==> src/rtl/link_train_ctrl.sv <==
// link_train_ctrl
// Steps the 16-bit word-alignment datapath through link bring-up and keeps
// watching the live link afterwards. The sequence is: pulse the aligner's
// PHY_INIT, wait for lock, confirm lock by counting sync words, then monitor
// for loss. It also owns the retry policy.
//
// Ports:
//   clk_i       clock; all logic is rising-edge
//   rst_i       synchronous active-high reset
//   en_i        training enable; low forces IDLE and clears the retry count
//   aligned_i   lock flag from the aligner
//   dipush_i    aligned word valid
//   din_i       aligned 16-bit word
//   phy_init_o  aligner/PHY re-initialise (high while in INIT)
//   link_up_o   link verified and healthy (high while in UP)
//   fail_o      retries exhausted (high while in FAIL)
//   state_o     current state code (IDLE=0 INIT=1 HUNT=2 VERIFY=3 UP=4 FAIL=5)
//   retry_o     failed attempts since the last UP or IDLE
module link_train_ctrl #(
  parameter logic [15:0] SYNC_WORD  = 16'hF731,
  parameter int          INIT_CYC   = 16,
  parameter int          HUNT_TO    = 4096,
  parameter int          VERIFY_N   = 4,
  parameter int          LOSS_WORDS = 1024,
  parameter int          MAX_RETRY  = 7
) (
  input  logic        clk_i,
  input  logic        rst_i,
  input  logic        en_i,
  input  logic        aligned_i,
  input  logic        dipush_i,
  input  logic [15:0] din_i,
  output logic        phy_init_o,
  output logic        link_up_o,
  output logic        fail_o,
  output logic [2:0]  state_o,
  output logic [3:0]  retry_o
);

  typedef enum logic [2:0] {
    S_IDLE   = 3'd0,
    S_INIT   = 3'd1,
    S_HUNT   = 3'd2,
    S_VERIFY = 3'd3,
    S_UP     = 3'd4,
    S_FAIL   = 3'd5
  } state_e;

  localparam int CYC_MAX  = (INIT_CYC > HUNT_TO) ? INIT_CYC : HUNT_TO;
  localparam int WORD_MAX = (VERIFY_N > LOSS_WORDS) ? VERIFY_N : LOSS_WORDS;
  localparam int CW       = $clog2(CYC_MAX + 1);
  localparam int WW       = $clog2(WORD_MAX + 1);

  localparam logic [CW-1:0] INIT_LAST   = CW'(INIT_CYC - 1);
  localparam logic [CW-1:0] HUNT_LAST   = CW'(HUNT_TO - 1);
  localparam logic [WW-1:0] VERIFY_LAST = WW'(VERIFY_N - 1);
  localparam logic [WW-1:0] LOSS_LAST   = WW'(LOSS_WORDS - 1);
  localparam logic [3:0]    RETRY_MAX   = 4'(MAX_RETRY);

  state_e        state_q, state_d;
  logic [3:0]    retry_q, retry_d;
  logic [CW-1:0] cyc_q, cyc_d;
  logic [WW-1:0] word_q, word_d;
  logic          phy_init_q, link_up_q, fail_q;
  logic          sync_hit, retry_evt;

  assign sync_hit = dipush_i && (din_i == SYNC_WORD);

  // Next-state logic. Inside each state the priority is: ALIGNED drop,
  // then a sync word, then a timeout or count limit. EN low overrides all
  // of these afterwards, and any state change clears both counters.
  always_comb begin
    state_d   = state_q;
    retry_d   = retry_q;
    cyc_d     = cyc_q;
    word_d    = word_q;
    retry_evt = 1'b0;

    case (state_q)
      S_IDLE: begin
        retry_d = '0;
        state_d = S_INIT;
      end
      S_INIT: begin
        cyc_d = cyc_q + 1'b1;
        if (cyc_q == INIT_LAST) state_d = S_HUNT;
      end
      S_HUNT: begin
        cyc_d = cyc_q + 1'b1;
        if (aligned_i)               state_d   = S_VERIFY;
        else if (cyc_q == HUNT_LAST) retry_evt = 1'b1;
      end
      S_VERIFY: begin
        cyc_d = cyc_q + 1'b1;
        if (!aligned_i) begin
          retry_evt = 1'b1;
        end else if (sync_hit && word_q == VERIFY_LAST) begin
          state_d = S_UP;
          retry_d = '0;
        end else if (cyc_q == HUNT_LAST) begin
          retry_evt = 1'b1;
        end else if (sync_hit) begin
          word_d = word_q + 1'b1;
        end
      end
      S_UP: begin
        // A sync word always clears the loss run, even on the cycle that
        // would otherwise complete it.
        if (!aligned_i) begin
          retry_evt = 1'b1;
        end else if (dipush_i) begin
          if (sync_hit)                word_d    = '0;
          else if (word_q == LOSS_LAST) retry_evt = 1'b1;
          else                          word_d    = word_q + 1'b1;
        end
      end
      S_FAIL: begin
        state_d = S_FAIL;
      end
      default: begin
        state_d = S_IDLE;
      end
    endcase

    if (retry_evt) begin
      if (retry_q == RETRY_MAX) begin
        state_d = S_FAIL;
      end else begin
        retry_d = retry_q + 4'd1;
        state_d = S_INIT;
      end
    end

    if (!en_i) begin
      state_d = S_IDLE;
      retry_d = '0;
    end

    if (state_d != state_q) begin
      cyc_d  = '0;
      word_d = '0;
    end
  end

  // State, counters and outputs. The outputs are decoded from the next
  // state so they change on the same edge as the state register.
  always_ff @(posedge clk_i) begin
    if (rst_i) begin
      state_q    <= S_IDLE;
      retry_q    <= '0;
      cyc_q      <= '0;
      word_q     <= '0;
      phy_init_q <= 1'b0;
      link_up_q  <= 1'b0;
      fail_q     <= 1'b0;
    end else begin
      state_q    <= state_d;
      retry_q    <= retry_d;
      cyc_q      <= cyc_d;
      word_q     <= word_d;
      phy_init_q <= (state_d == S_INIT);
      link_up_q  <= (state_d == S_UP);
      fail_q     <= (state_d == S_FAIL);
    end
  end

  assign phy_init_o = phy_init_q;
  assign link_up_o  = link_up_q;
  assign fail_o     = fail_q;
  assign state_o    = state_q;
  assign retry_o    = retry_q;

endmodule
==> config.mk <==
export PLATFORM = sky130hd
export DESIGN_NAME = link_train_ctrl
export DESIGN_NICKNAME = d
export VERILOG_FILES = /design/src/rtl/link_train_ctrl.sv
export SDC_FILE = /design/constraint.sdc
export NUM_CORES = 1
export LEC_CHECK = 0
export BUFFER_PORTS_ARGS = -buffer_cell sky130_fd_sc_hd__buf_2
export CORE_UTILIZATION = 56
export DETAILED_ROUTE_END_ITERATION = 10
export HOLD_SLACK_MARGIN = 0.06
export PLACE_DENSITY_LB_ADDON = 0.2
export SYNTH_ARGS = -nofsm -noshare
export SYNTH_HDL_FRONTEND = slang
export SYNTH_SLANG_ARGS = --single-unit
==> constraint.sdc <==
create_clock -name clk_i -period 2.79 [get_ports clk_i]
set_input_delay 0.279 -clock clk_i [delete_from_list [all_inputs] [get_ports clk_i]]
set_output_delay 0.279 -clock clk_i [all_outputs]
set_load 0.005 [all_outputs]
After elaboration in Yosys (flattened, before gate mapping) --
Cells that the tools add are included.
Storage, ports and cells: register bits 34, bits in latches 0, bits in writable memories 0, memory bits (read-only) 0, input bits 21, output and inout bits 10, word-level logic and storage cells 72, memories kept 0
Operators by class: add/subtract/negate cells 3, $mul 0, div/mod/pow operators 0, order comparisons 0, equal/unequal tests 22, shift-type cells 0, mux-type cells 31, bitwise gates (word level) 1, reductions and logical operators 8
Operator list (count):
- $mux W11 | 8
- $pmux W11 S2 | 1
- $mux W3 | 7
- $pmux W3 S6 | 1
- $eq A16 B16 Y1 const B | 1
- $mux W4 | 4
- $add A13 B1 Y13 const B | 1
- $eq A13 B12 Y1 const B | 1
- $eq A13 B4 Y1 const B | 1
- $eq A3 B3 Y1 const B | 4
- $ne A2 B2 Y1 const B | 6
- $add A11 B1 Y11 const B | 1
- $eq A11 B10 Y1 const B | 1
- $eq A11 B2 Y1 const B | 1
- $mux W1 | 8
- $pmux W4 S2 | 1
- $reduce_and A8 Y1 | 1
- $eq A3 B1 Y1 const B | 2
- $eq A3 B2 Y1 const B | 2
- $add A4 B1 Y4 const B | 1
- $eq A4 B3 Y1 const B | 1
- $reduce_or A2 Y1 | 2
- $logic_not A3 Y1 | 1
- $ne A3 B3 Y1 | 1
- 6 further kinds | 7

Longest topological paths before layout --
depth after elaboration 10, mapped depth 10, gate-level depth less buffers 8

Worst setup path after synthesis --
OpenSTA, ideal clock, no wires.
path type register -> register, from register state_q[2], in the netlist state_o[2], to register word_q[10], library setup time 0.122 ns, arrival time 2.340 ns, data required time 2.668 ns, path slack 0.328 ns, stages on the path, launching flop included 10, buffers on the path 2, clock period less this slack 2.462 ns, cells stage by stage dfxtp_1 -> or3b_1 -> buf_2 -> or4_4 -> a211oi_2 -> o31ai_1 -> and3_1 -> o21ai_2 -> buf_4 -> a21oi_1
Between the ends: cells in the longest elaborated chain, start to end 7, elaborated cells between the ends (all ways) 26, those cells by class 13 x eq/ne; 9 x mux; 4 x reduce/logical
Ends and longest elaborated chain:
- from (decl) | line 60 | state_e state_q, state_d;
- from (signal assigned) | line 157 | state_q <= state_d;
- $mux W3 | line 97 | end else if (sync_hit && word_q == VERIFY_LAST) begin
- $mux W3 | line 95 | if (!aligned_i) begin
- $pmux W3 S6 | line 79 | case (state_q)
- $mux W3 | line 125 | if (retry_evt) begin
- $mux W3 | line 134 | if (!en_i) begin
- $ne A3 B3 Y1 | line 139 | if (state_d != state_q) begin
- $reduce_or A2 Y1 (no source line)
- to (signal assigned) | line 160 | word_q <= word_d;
- to (decl) | line 63 | logic [WW-1:0] word_q, word_d;
Several ways; a longest one is shown, not always the timed one. A chain may end at the register's enable or synchronous reset.

Final worst setup path --
from register state_q[0], in the netlist state_o[0], to register cyc_q[12]
Between the ends: cells in the longest elaborated chain, start to end 7, elaborated cells between the ends (all ways) 17, those cells by class 6 x eq/ne; 8 x mux; 3 x reduce/logical
Ends and longest elaborated chain:
- $mux W3 | line 97
- $mux W3 | line 95
- $pmux W3 S6 | line 79
- $mux W3 | line 125
- $mux W3 | line 134
- $ne A3 B3 Y1 | line 139
- $reduce_or A2 Y1 (no source line)
- to (signal assigned) | line 159 | cyc_q <= cyc_d;
- to (decl) | line 62 | logic [CW-1:0] cyc_q, cyc_d;
Several ways; a longest one is shown, not always the timed one.

==> impl_metrics.py <==
metrics = {
    "clocking": {
        "insertion_delay_ps": 330,
        "cts_max_level": 2,
        "clk_pin_slew_ps": 90,
        "cts_buffers": 5,
        "post_cts_buffers": 0,
        "cts_root_buffer": "clkbuf_4",
        "cts_tree": "done",
        "cts_hold_buffers": 0,
        "cts.sinks": 34,
        "clock_path_buffers": 2,
    },
    "synthesis": {
        "synth-edff-count": 0,
        "ys_types": 45,
        "synth_seq_area_share": 0.3512,
        "syn-num-nets": 268,
        "yosys_warnings": 0,
        "syn_inst": 244,
        "yosysMostFrequentCell": "nor2_1",
        "ys.flop_type": "dfxtp_1",
        "syn_area_per_cell_um2": 7.943,
        "synth.area.top_cells": "dfxtp_1 35%, nor2_1 7.0%, xor2_1 5.0%, a21oi_1 4.9%, nand3_1 3.4%",
        "synth_top_cell_by_area": "dfxtp_1",
        "synthesis.area_um2": 1938,
        "ys_ff_latch": 34,
        "synthArstFlopShare": 0,
        "yosysTopAreaCellShare": 0.3512,
        "synth_common_cells": "36 x nor2_1, 34 x dfxtp_1, 19 x a21oi_1",
    },
    "sta": {
        "skew_ps": 7.552,
        "fin_tns_setup_ps": 0,
        "min_period_ps": 2614,
        "fmax_mhz": 382.5,
        "worst_pin_slew_ps": 610.5,
        "setup_viol": 0,
        "hold_viol": 0,
        "slew_viol_final": 0,
        "min_period_over_period": 0.9371,
        "fin_ws_ps": 175.6,
        "relSlewSlack": 0.5914,
    },
    "finish": {
        "nets": 307,
        "fin_cells": 326,
        "drive_gt1_frac": 0.2057,
        "antenna_cells": 0,
        "syn2layout_area_growth_pct": 16.91,
    },
    "route": {
        "wire_per_inst_um": 13.03,
        "ant_nets": 0,
        "drc_errors": 0,
        "first_iter_violations": 100,
        "finalWirelength_um": 4249,
        "via_count": 1909,
        "first_pass_iters": 4,
        "avgViaCountPerCell": 5.856,
    },
    "run": {
        "cap_viol_max_count": 0,
    },
    "pwr": {
        "p_total_uw": 804.5,
        "p_leak_uw": 0.0008821,
        "ir_drop_v": 0.0003090,
        "p_per_area_nw_per_um2": 355.1,
    },
    "critical_path": {
        "critPathLaunchType": "flip-flop",
        "crit_path_top_delay_cell": "or4_4",
        "startpoint": "state_o[0]",
        "critPathMaxFanout": 24,
        "endpoint_kind": "flip-flop",
        "critPathMaxStageDelay_ps": 550,
        "reg2reg_from": "state_o[0]",
        "cp_cell_sequence": "or3b_1 -> or4_4 -> a211oi_2 -> o31ai_2 -> and3_1 -> o21ai_4 -> nor2_1",
        "required_ps": 2990,
        "arrival_ps": 2810,
        "critPathKind": "reg2reg",
    },
    "floorplanning": {
        "die_w_um": 60.83,
        "initial_utilization": 0.6098,
        "core_area_um2": 3178,
        "dieArea_um2": 3700,
        "fp.dieH_um": 60.83,
        "rows": 20,
        "design.portCount": 31,
    },
    "outcome": {
        "status": "complete, no violations",
    },
    "global_route": {
        "antenna_found_initial": 0,
        "grt_pass1_wl_um": 6996,
        "track_usage": 0.2529,
        "grt_pass1_vias": 1649,
        "grt_max_degree": 25,
        "grt_overflow": 0,
    },
    "placement": {
        "dpl_worst_slack_ps": -36.81,
        "gp_congestion": 0.8079,
        "dp_hpwl_um": 3148,
        "io_buffers": 30,
        "place_inst": 320,
    },
    "worst_hold_path": {
        "holdCritStartpoint": "rst_i",
        "hp-class": "in2reg",
    },
}
## critical path, delay by kind of cell (launching register included)
kind / cells / cell delay, ps
AO/OA/AOI/OAI: 3 / 860
AND/OR/NAND/NOR: 4 / 1290
flip-flops: 1 / 320
## metal layers
metal | track usage | wire, µm
met5 | 0 | 0
met4 | 0.07143 | 49
met3 | 0.06610 | 279
met2 | 0.4144 | 1889
met1 | 0.3290 | 2031
## timing repair
action	4_1_cts	5_1_grt
setup endpoints to repair	18	24
resized for setup	1	4
cloned	0	0
pin swaps	0	1
## cell families after synthesis
| family | share of synthesized area |
|---|---|
| AO/OA/AOI/OAI | 0.1582 |
| XOR/XNOR | 0.05875 |
| adder cells (fa/ha/maj) | 0.01937 |
| buffers and inverters | 0.03550 |
| flip-flops | 0.3512 |
| multiplexers | 0.01097 |
| AND/OR/NAND/NOR | 0.3660 |
## cell usage in the layout, fill, tap and decap left out, drive strengths merged, types with 2 or more instances in the layout
master  netlist  final
nor4          5      5
clkbuf        6      6
a31oi         4      4
dfxtp        34     34
nand3        13     13
nor3b         3      3
and2          4      4
or3           5      5
nor2         36     36
nor3          3      3
inv           5      5
nand4b        2      2
a41o          2      2
or2           2      2
nor2b         6      6
nand3b        5      5
xnor2         2      2
and3          8      8
nand2        13     13
xor2         11     11
nand2b        4      4
nand4         7      7
ha            3      3
buf           4     42
and4b         3      3
o21ai        14     14
and4          6      6
a21oi        19     19
## where the power goes
group | switching [µW] | internal, µW
Combinational | 29.2 | 24.2
Clock | 150 | 113
Sequential | 0.829 | 487
Total | 180 | 625
## flip-flops by register name (all words and copies together) (netlist names)
register / cells
cyc_q: 13
retry_o: 4
state_o: 3
link_up_o: 1
word_q: 11
fail_o: 1
phy_init_o: 1
## per-stage QoR
stage	area, µm²	util	hold slack [ps]
6_report	2266	0.7130	185.7
5_1_grt	2266	0.7130	192.9
4_1_cts	2242	0.7055	189.6
3_5_place_dp	2183	0.6870	496.3
3_3_place_gp	2183	0.6870	491.6
2_1_floorplan	1938	-	351.4
## area by class of cell
type                    instances  area (µm²)
multi-input cells             195        1220
fillers                       263       912.1
flip-flops and latches         34       680.7
repair buffers                 42       240.2
well taps                      44       55.05
clock buffers                   6       51.30
inverters                       5       18.77
## path summary, 6_finish.rpt
check	end	slack, ps	cells after the start
setup / recovery	cyc_q[12]	180	7
hold / removal	state_o[2]	190	2
setup reg to reg	cyc_q[12]	180	7
hold reg to reg	cyc_q[1]	520	2
Note: power is estimated with default switching activity, not from simulation.
